File: config.mk
export PLATFORM = sky130hd
export DESIGN_NAME = linha_envase_multicanal
export DESIGN_NICKNAME = d
export VERILOG_FILES = /design/src/rtl/linha_envase_multicanal.sv
export SDC_FILE = /design/constraint.sdc
export NUM_CORES = 1
export LEC_CHECK = 0
export ABC_AREA = 1
export BUFFER_PORTS_ARGS = -buffer_cell sky130_fd_sc_hd__buf_2
export CAP_MARGIN = 25
export CORE_ASPECT_RATIO = 0.75
export CORE_MARGIN = 2
export CORE_UTILIZATION = 54
export DETAILED_ROUTE_END_ITERATION = 12
export MAX_ROUTING_LAYER = met4
export PLACE_DENSITY_LB_ADDON = 0.1
export SYNTH_ARGS = -nofsm -noshare
export SYNTH_HDL_FRONTEND = slang
export SYNTH_SLANG_ARGS = --single-unit
File: constraint.sdc
create_clock -name clock -period 5.78 [get_ports clock]
set_input_delay 1.156 -clock clock [delete_from_list [all_inputs] [get_ports clock]]
set_output_delay 1.156 -clock clock [all_outputs]
set_load 0.01 [all_outputs]
File: src/rtl/linha_envase_multicanal.sv
// Multi-lane bottle filling line: one FSM per lane, a round-robin cork arbiter,
// a shared saturating cork stock and a dozen counter with a production target.
module linha_envase_multicanal #(
    parameter int N_LINHAS        = 2,
    parameter int T_ENCHE_MAX     = 15,
    parameter int ESTOQUE_INICIAL = 20,
    parameter int LOTE_ROLHAS     = 20,
    parameter int ESTOQUE_MAX     = 150,
    parameter int META_DUZIAS     = 10
) (
    input  logic                clock,
    input  logic                reset,
    input  logic                start,
    input  logic [N_LINHAS-1:0] garrafa_presente,
    input  logic [N_LINHAS-1:0] sensor_nivel,
    input  logic [N_LINHAS-1:0] pulso_aprovada,
    input  logic [N_LINHAS-1:0] pulso_reprovada,
    input  logic                add_rolhas,
    input  logic [N_LINHAS-1:0] limpa_falha,
    output logic [N_LINHAS-1:0] motor_ativo,
    output logic [N_LINHAS-1:0] valvula_ev,
    output logic [N_LINHAS-1:0] garrafa_vedada,
    output logic [N_LINHAS-1:0] lacre,
    output logic [N_LINHAS-1:0] descarte,
    output logic [N_LINHAS-1:0] falha_enchimento,
    output logic [3:0]          count_ga,
    output logic [3:0]          count_du,
    output logic [7:0]          estoque,
    output logic                sem_rolhas,
    output logic                meta_atingida
);
    localparam int PW = (N_LINHAS > 1) ? $clog2(N_LINHAS) : 1;
    localparam int TW = $clog2(T_ENCHE_MAX + 1);

    typedef enum logic [2:0] {
        ESPERA, ENCHENDO, VEDANDO, INSPECAO, LACRE, DESCARTE, SAIDA, FALHA
    } estado_t;

    estado_t             estado  [N_LINHAS];
    estado_t             proximo [N_LINHAS];
    logic [TW-1:0]       timer   [N_LINHAS];
    logic [PW-1:0]       ponteiro;
    logic [N_LINHAS-1:0] pedido;
    logic [N_LINHAS-1:0] concessao;
    logic [PW-1:0]       idx_concessao;
    logic [PW-1:0]       candidato;
    logic                tem_concessao;
    logic                rolha_disponivel;
    logic [7:0]          estoque_nxt;
    logic [3:0]          count_ga_nxt;
    logic [3:0]          count_du_nxt;
    logic [4:0]          soma_ga;
    logic                meta_nxt;
    logic                sem_nxt;
    int                  estoque_soma;

    assign sem_rolhas    = (estoque == 8'd0);
    assign meta_atingida = (count_du == 4'(META_DUZIAS));

    // A refill arriving in the same cycle makes a cork available even from an empty stock.
    assign rolha_disponivel = start && ((estoque != 8'd0) || add_rolhas);

    always_comb begin
        pedido = '0;
        for (int i = 0; i < N_LINHAS; i++)
            pedido[i] = rolha_disponivel && (estado[i] == VEDANDO);
    end

    always_comb begin
        tem_concessao = 1'b0;
        idx_concessao = '0;
        candidato     = '0;
        concessao     = '0;
        for (int k = 0; k < N_LINHAS; k++) begin
            candidato = PW'((int'(ponteiro) + k) % N_LINHAS);
            if (!tem_concessao && pedido[candidato]) begin
                tem_concessao = 1'b1;
                idx_concessao = candidato;
            end
        end
        if (tem_concessao)
            concessao[idx_concessao] = 1'b1;
    end

    always_comb begin
        for (int i = 0; i < N_LINHAS; i++) begin
            proximo[i] = estado[i];
            if (!start) begin
                proximo[i] = ESPERA;
            end else begin
                case (estado[i])
                    ESPERA:
                        if (garrafa_presente[i] && !meta_atingida)
                            proximo[i] = ENCHENDO;
                    ENCHENDO:
                        if (sensor_nivel[i])
                            proximo[i] = VEDANDO;
                        else if ((timer[i] == TW'(T_ENCHE_MAX - 1)) || !garrafa_presente[i])
                            proximo[i] = FALHA;
                    VEDANDO:
                        if (concessao[i])
                            proximo[i] = INSPECAO;
                    INSPECAO:
                        if (pulso_reprovada[i])
                            proximo[i] = DESCARTE;
                        else if (pulso_aprovada[i])
                            proximo[i] = LACRE;
                    LACRE, DESCARTE:
                        proximo[i] = SAIDA;
                    SAIDA:
                        if (!garrafa_presente[i])
                            proximo[i] = ESPERA;
                    FALHA:
                        if (limpa_falha[i])
                            proximo[i] = SAIDA;
                    default:
                        proximo[i] = ESPERA;
                endcase
            end
        end
    end

    // Stock and counters freeze while the line is stopped; counting also stops at the target.
    always_comb begin
        estoque_soma = int'(estoque);
        if (add_rolhas)
            estoque_soma = estoque_soma + LOTE_ROLHAS;
        if (tem_concessao)
            estoque_soma = estoque_soma - 1;
        if (estoque_soma > ESTOQUE_MAX)
            estoque_soma = ESTOQUE_MAX;
        estoque_nxt = start ? 8'(estoque_soma) : estoque;

        soma_ga      = {1'b0, count_ga} + 5'($countones(lacre));
        count_ga_nxt = count_ga;
        count_du_nxt = count_du;
        if (start && !meta_atingida) begin
            if (soma_ga >= 5'd12) begin
                count_ga_nxt = 4'(soma_ga - 5'd12);
                count_du_nxt = count_du + 4'd1;
            end else begin
                count_ga_nxt = soma_ga[3:0];
            end
        end
        meta_nxt = (count_du_nxt == 4'(META_DUZIAS));
        sem_nxt  = (estoque_nxt == 8'd0);
    end

    always_ff @(posedge clock) begin
        if (!reset) begin
            for (int i = 0; i < N_LINHAS; i++) begin
                estado[i] <= ESPERA;
                timer[i]  <= '0;
            end
            ponteiro         <= '0;
            estoque          <= 8'(ESTOQUE_INICIAL);
            count_ga         <= 4'd0;
            count_du         <= 4'd0;
            motor_ativo      <= '0;
            valvula_ev       <= '0;
            garrafa_vedada   <= '0;
            lacre            <= '0;
            descarte         <= '0;
            falha_enchimento <= '0;
        end else begin
            for (int i = 0; i < N_LINHAS; i++) begin
                estado[i] <= proximo[i];
                timer[i]  <= ((estado[i] == ENCHENDO) && (proximo[i] == ENCHENDO))
                             ? timer[i] + 1'b1 : '0;
                motor_ativo[i]      <= (proximo[i] == SAIDA) ||
                                       ((proximo[i] == ESPERA) && start && !meta_nxt && !sem_nxt);
                valvula_ev[i]       <= (proximo[i] == ENCHENDO);
                garrafa_vedada[i]   <= (proximo[i] == INSPECAO);
                lacre[i]            <= (proximo[i] == LACRE);
                descarte[i]         <= (proximo[i] == DESCARTE);
                falha_enchimento[i] <= (proximo[i] == FALHA);
            end
            if (tem_concessao)
                ponteiro <= (idx_concessao == PW'(N_LINHAS - 1)) ? '0 : idx_concessao + 1'b1;
            estoque  <= estoque_nxt;
            count_ga <= count_ga_nxt;
            count_du <= count_du_nxt;
        end
    end

endmodule

==> flow_metrics.tcl <==
set metrics [dict create \
    outcome "finished clean" \
    drcViolationCount 0 \
    synth_area_leaders "dfxtp_1 34%, nand2_1 12%, nor2_1 11%, inv_1 8.5%, ha_1 6.5%" \
    synthTopCellsByCount "83 x nand2_1, 74 x nor2_1, 57 x inv_1" \
    area_delta_synth_final_pct 14.5 \
    nets 453 \
    hp-start "timer[0][0]" \
    wirelength_um 5690 \
    p_leak_nw 1.43 \
    place_hpwl_um 4470 \
    n_antenna_cell 0 \
    fillers 447 \
    ys_seq_area_share_pct 34.3 \
    hold_viol 0 \
    numCtsBuffers 5 \
    synth_nets 407 \
    hp-class "reg -> reg" \
    antenna_found_initial 0 \
    critical_path_class "in -> reg" \
    fin_crit_sh_pct 58.3 \
    placed_cells_incl_taps 475 \
    fin_worst_skew_ns 0.00713 \
    die_width_um 82.7 \
    synthArstFlopShare_pct 0 \
    vias_per_cell 5.11 \
    synth-main-ff-cell "dfxtp_1" \
    start_kind "input pin" \
    rsz0062_at_grt "false" \
    synth.avg_cell_area_um2 6.62 \
    cts.clk_slew.worst_paths_ns 0.09 \
    min_delay_path_depth 1 \
    r2r_setup_slack_ns 2.57 \
    fin_total_pwr_uw 637 \
    yosysWarningCount 0 \
    cts_setup_buffers 0 \
    worst-path-max-fanout 19 \
    grt_pass1_vias 2120 \
    wl_per_cell_um 11.8 \
    reg2reg_from "lacre[1]" \
    synth.distinct_cells 34 \
    cp_data_required_time_ns 5.95 \
    syn_inst 379 \
    ant_nets 0 \
    rows 21 \
    via_count 2468 \
    synth.top_cell.area_share_pct 34.3 \
    ctsHtreeMaxLevel 2 \
    cts_tree "yes" \
    firstDrtPassIters 6 \
    fin_crit_ns 3.37 \
    hold_buffers 0 \
    ys_ff_latch 43 \
    slew_viol_final 0 \
    rr_endpoint "motor_ativo[1]" \
    drv_cap 0 \
    grt_usage_pct 23.8 \
    grt-ovfl-total 0 \
    grt_pass1_wl_um 9490 \
    hold_end "timer[0][0]" \
    placed_area_um2 2780 \
    dieArea_um2 5210 \
    power_density_nw_per_um2 222 \
    clk_latency_ns 0.30 \
    cts_root_buf "clkbuf_8" \
    yosysTopAreaCell "dfxtp_1" \
    slew_headroom_pct 56.8 \
    cts_buffer_depth 2 \
    finalSetupViolCount 0 \
    ios 44 \
    core_um2 4470 \
    end_kind "register" \
    syn_area_um2 2510 \
    tns_ns 0 \
    fin_util_pct 64.3 \
    fmax_mhz 297 \
    initial_utilization_pct 56.2 \
    gp_congestion 0.874 \
    fp.dieH_um 63.0 \
    io_buffers 43 \
    ir_drop_uv 142 \
    grt_start_max_net_pins 21 \
    stdcell_area_um2 2870 \
    cts_resized 0 \
    drive_gt1_share_pct 15.3 \
    arrival_ns 3.54 \
    final_cells 483 \
    drt_iter0_markers 157 \
    worst_pin_slew_ns 0.647 \
    yosysMostFrequentCell "nand2_1" \
    synth_edf_count 0 \
    cts.sinks 43 \
    reg2reg_depth 20 \
]
-- layout by cell type, fill, tap and decap left out, types with 2 or more instances in the layout --
master / count
a21oi_1: 14
a31oi_1: 2
buf_2: 43
clkbuf_8: 5
dfxtp_1: 43
ha_1: 13
inv_1: 57
inv_2: 2
inv_6: 2
nand2_1: 83
nand2_2: 2
nand3_1: 15
nand3_2: 2
nand4_1: 6
nor2_1: 74
nor2_2: 2
nor3_1: 11
nor4_1: 2
o21ai_0: 19
o21bai_1: 2
xnor2_1: 3
xor2_1: 10
-- where the power goes --
part | total, mW | switching, mW | leakage [nW] | internal [mW]
logic | 0.121 | 0.0797 | 1.04 | 0.0412
clock network | 0.200 | 0.112 | 0.0491 | 0.0888
registers | 0.315 | 0.00922 | 0.349 | 0.306
-- flip-flops by register name (all words and copies together), names as in the netlist --
name / flops
count_du: 4
count_ga: 4
descarte: 2
estado: 6
estoque: 8
falha_enchimento: 2
garrafa_vedada: 2
lacre: 2
motor_ativo: 2
ponteiro: 1
timer: 8
valvula_ev: 2
-- logic make-up (layout without fill, tap and decap cells) --
logic type,count (synthesis),count (layout),share of synthesized area (%)
fa+ha+maj,14,14,7.28
simple gates,202,202,34.4
xor+xnor,13,13,4.54
flops,43,43,34.3
buf+inv,63,110,9.53
compound gates,44,44,9.98
-- how the worst max path moves through the flow --
stage | from | endpoint | slack, ns | cells past startpoint
3_3_place_gp | start | motor_ativo[0] | 2.12 | 13
6_report | start | motor_ativo[1] | 2.41 | 13
5_1_grt | start | motor_ativo[0] | 2.09 | 13
3_5_place_dp | start | motor_ativo[1] | 2.10 | 13
2_1_floorplan | add_rolhas | motor_ativo[1] | 2.66 | 19
4_1_cts | start | motor_ativo[1] | 2.43 | 13
-- layer usage --
layer / wire length (µm) / GRT usage [%] / part of all wire, % / up-vias
met3: 323 / 4.62 / 5.7 / 2
met5: 0 / - / 0 / -
met4: 21 / 5.33 / 0.37 / 0
met2: 2280 / 31.8 / 40 / 67
li1: - / - / - / 1290
met1: 3060 / 36.8 / 54 / 1109
-- final cells by class --
cell class | instances | area [µm²] | share of cell area [%]
Clock inverter | 3 | 26.3 | 0.915
Timing Repair Buffer | 43 | 215 | 7.49
Tap cell | 57 | 71.3 | 2.48
Sequential cell | 43 | 861 | 30.0
Clock buffer | 5 | 68.8 | 2.40
Inverter | 59 | 221 | 7.71
Multi-Input combinational cell | 273 | 1410 | 49.0
-- worst max-delay path: stages --
cell,delay [ns]
buf_2,0.25
inv_2,0.20
nor2_1,0.48
inv_1,0.18
nor2_1,0.34
nand2_1,0.11
xor2_1,0.17
nor2_1,0.09
nand2_1,0.06
o21ai_0,0.28
nor3_1,0.08
nand2_1,0.09
a21oi_2,0.05
-- stage by stage --
stage               setup slack, ns  hold WS (ns)
floorplan                      2.66         0.430
global placement               2.12         0.446
detailed placement             2.10         0.457
CTS                            2.43         0.476
global route                   2.09         0.489
finish                         2.41         0.468
(Power assumes the default switching activity.)
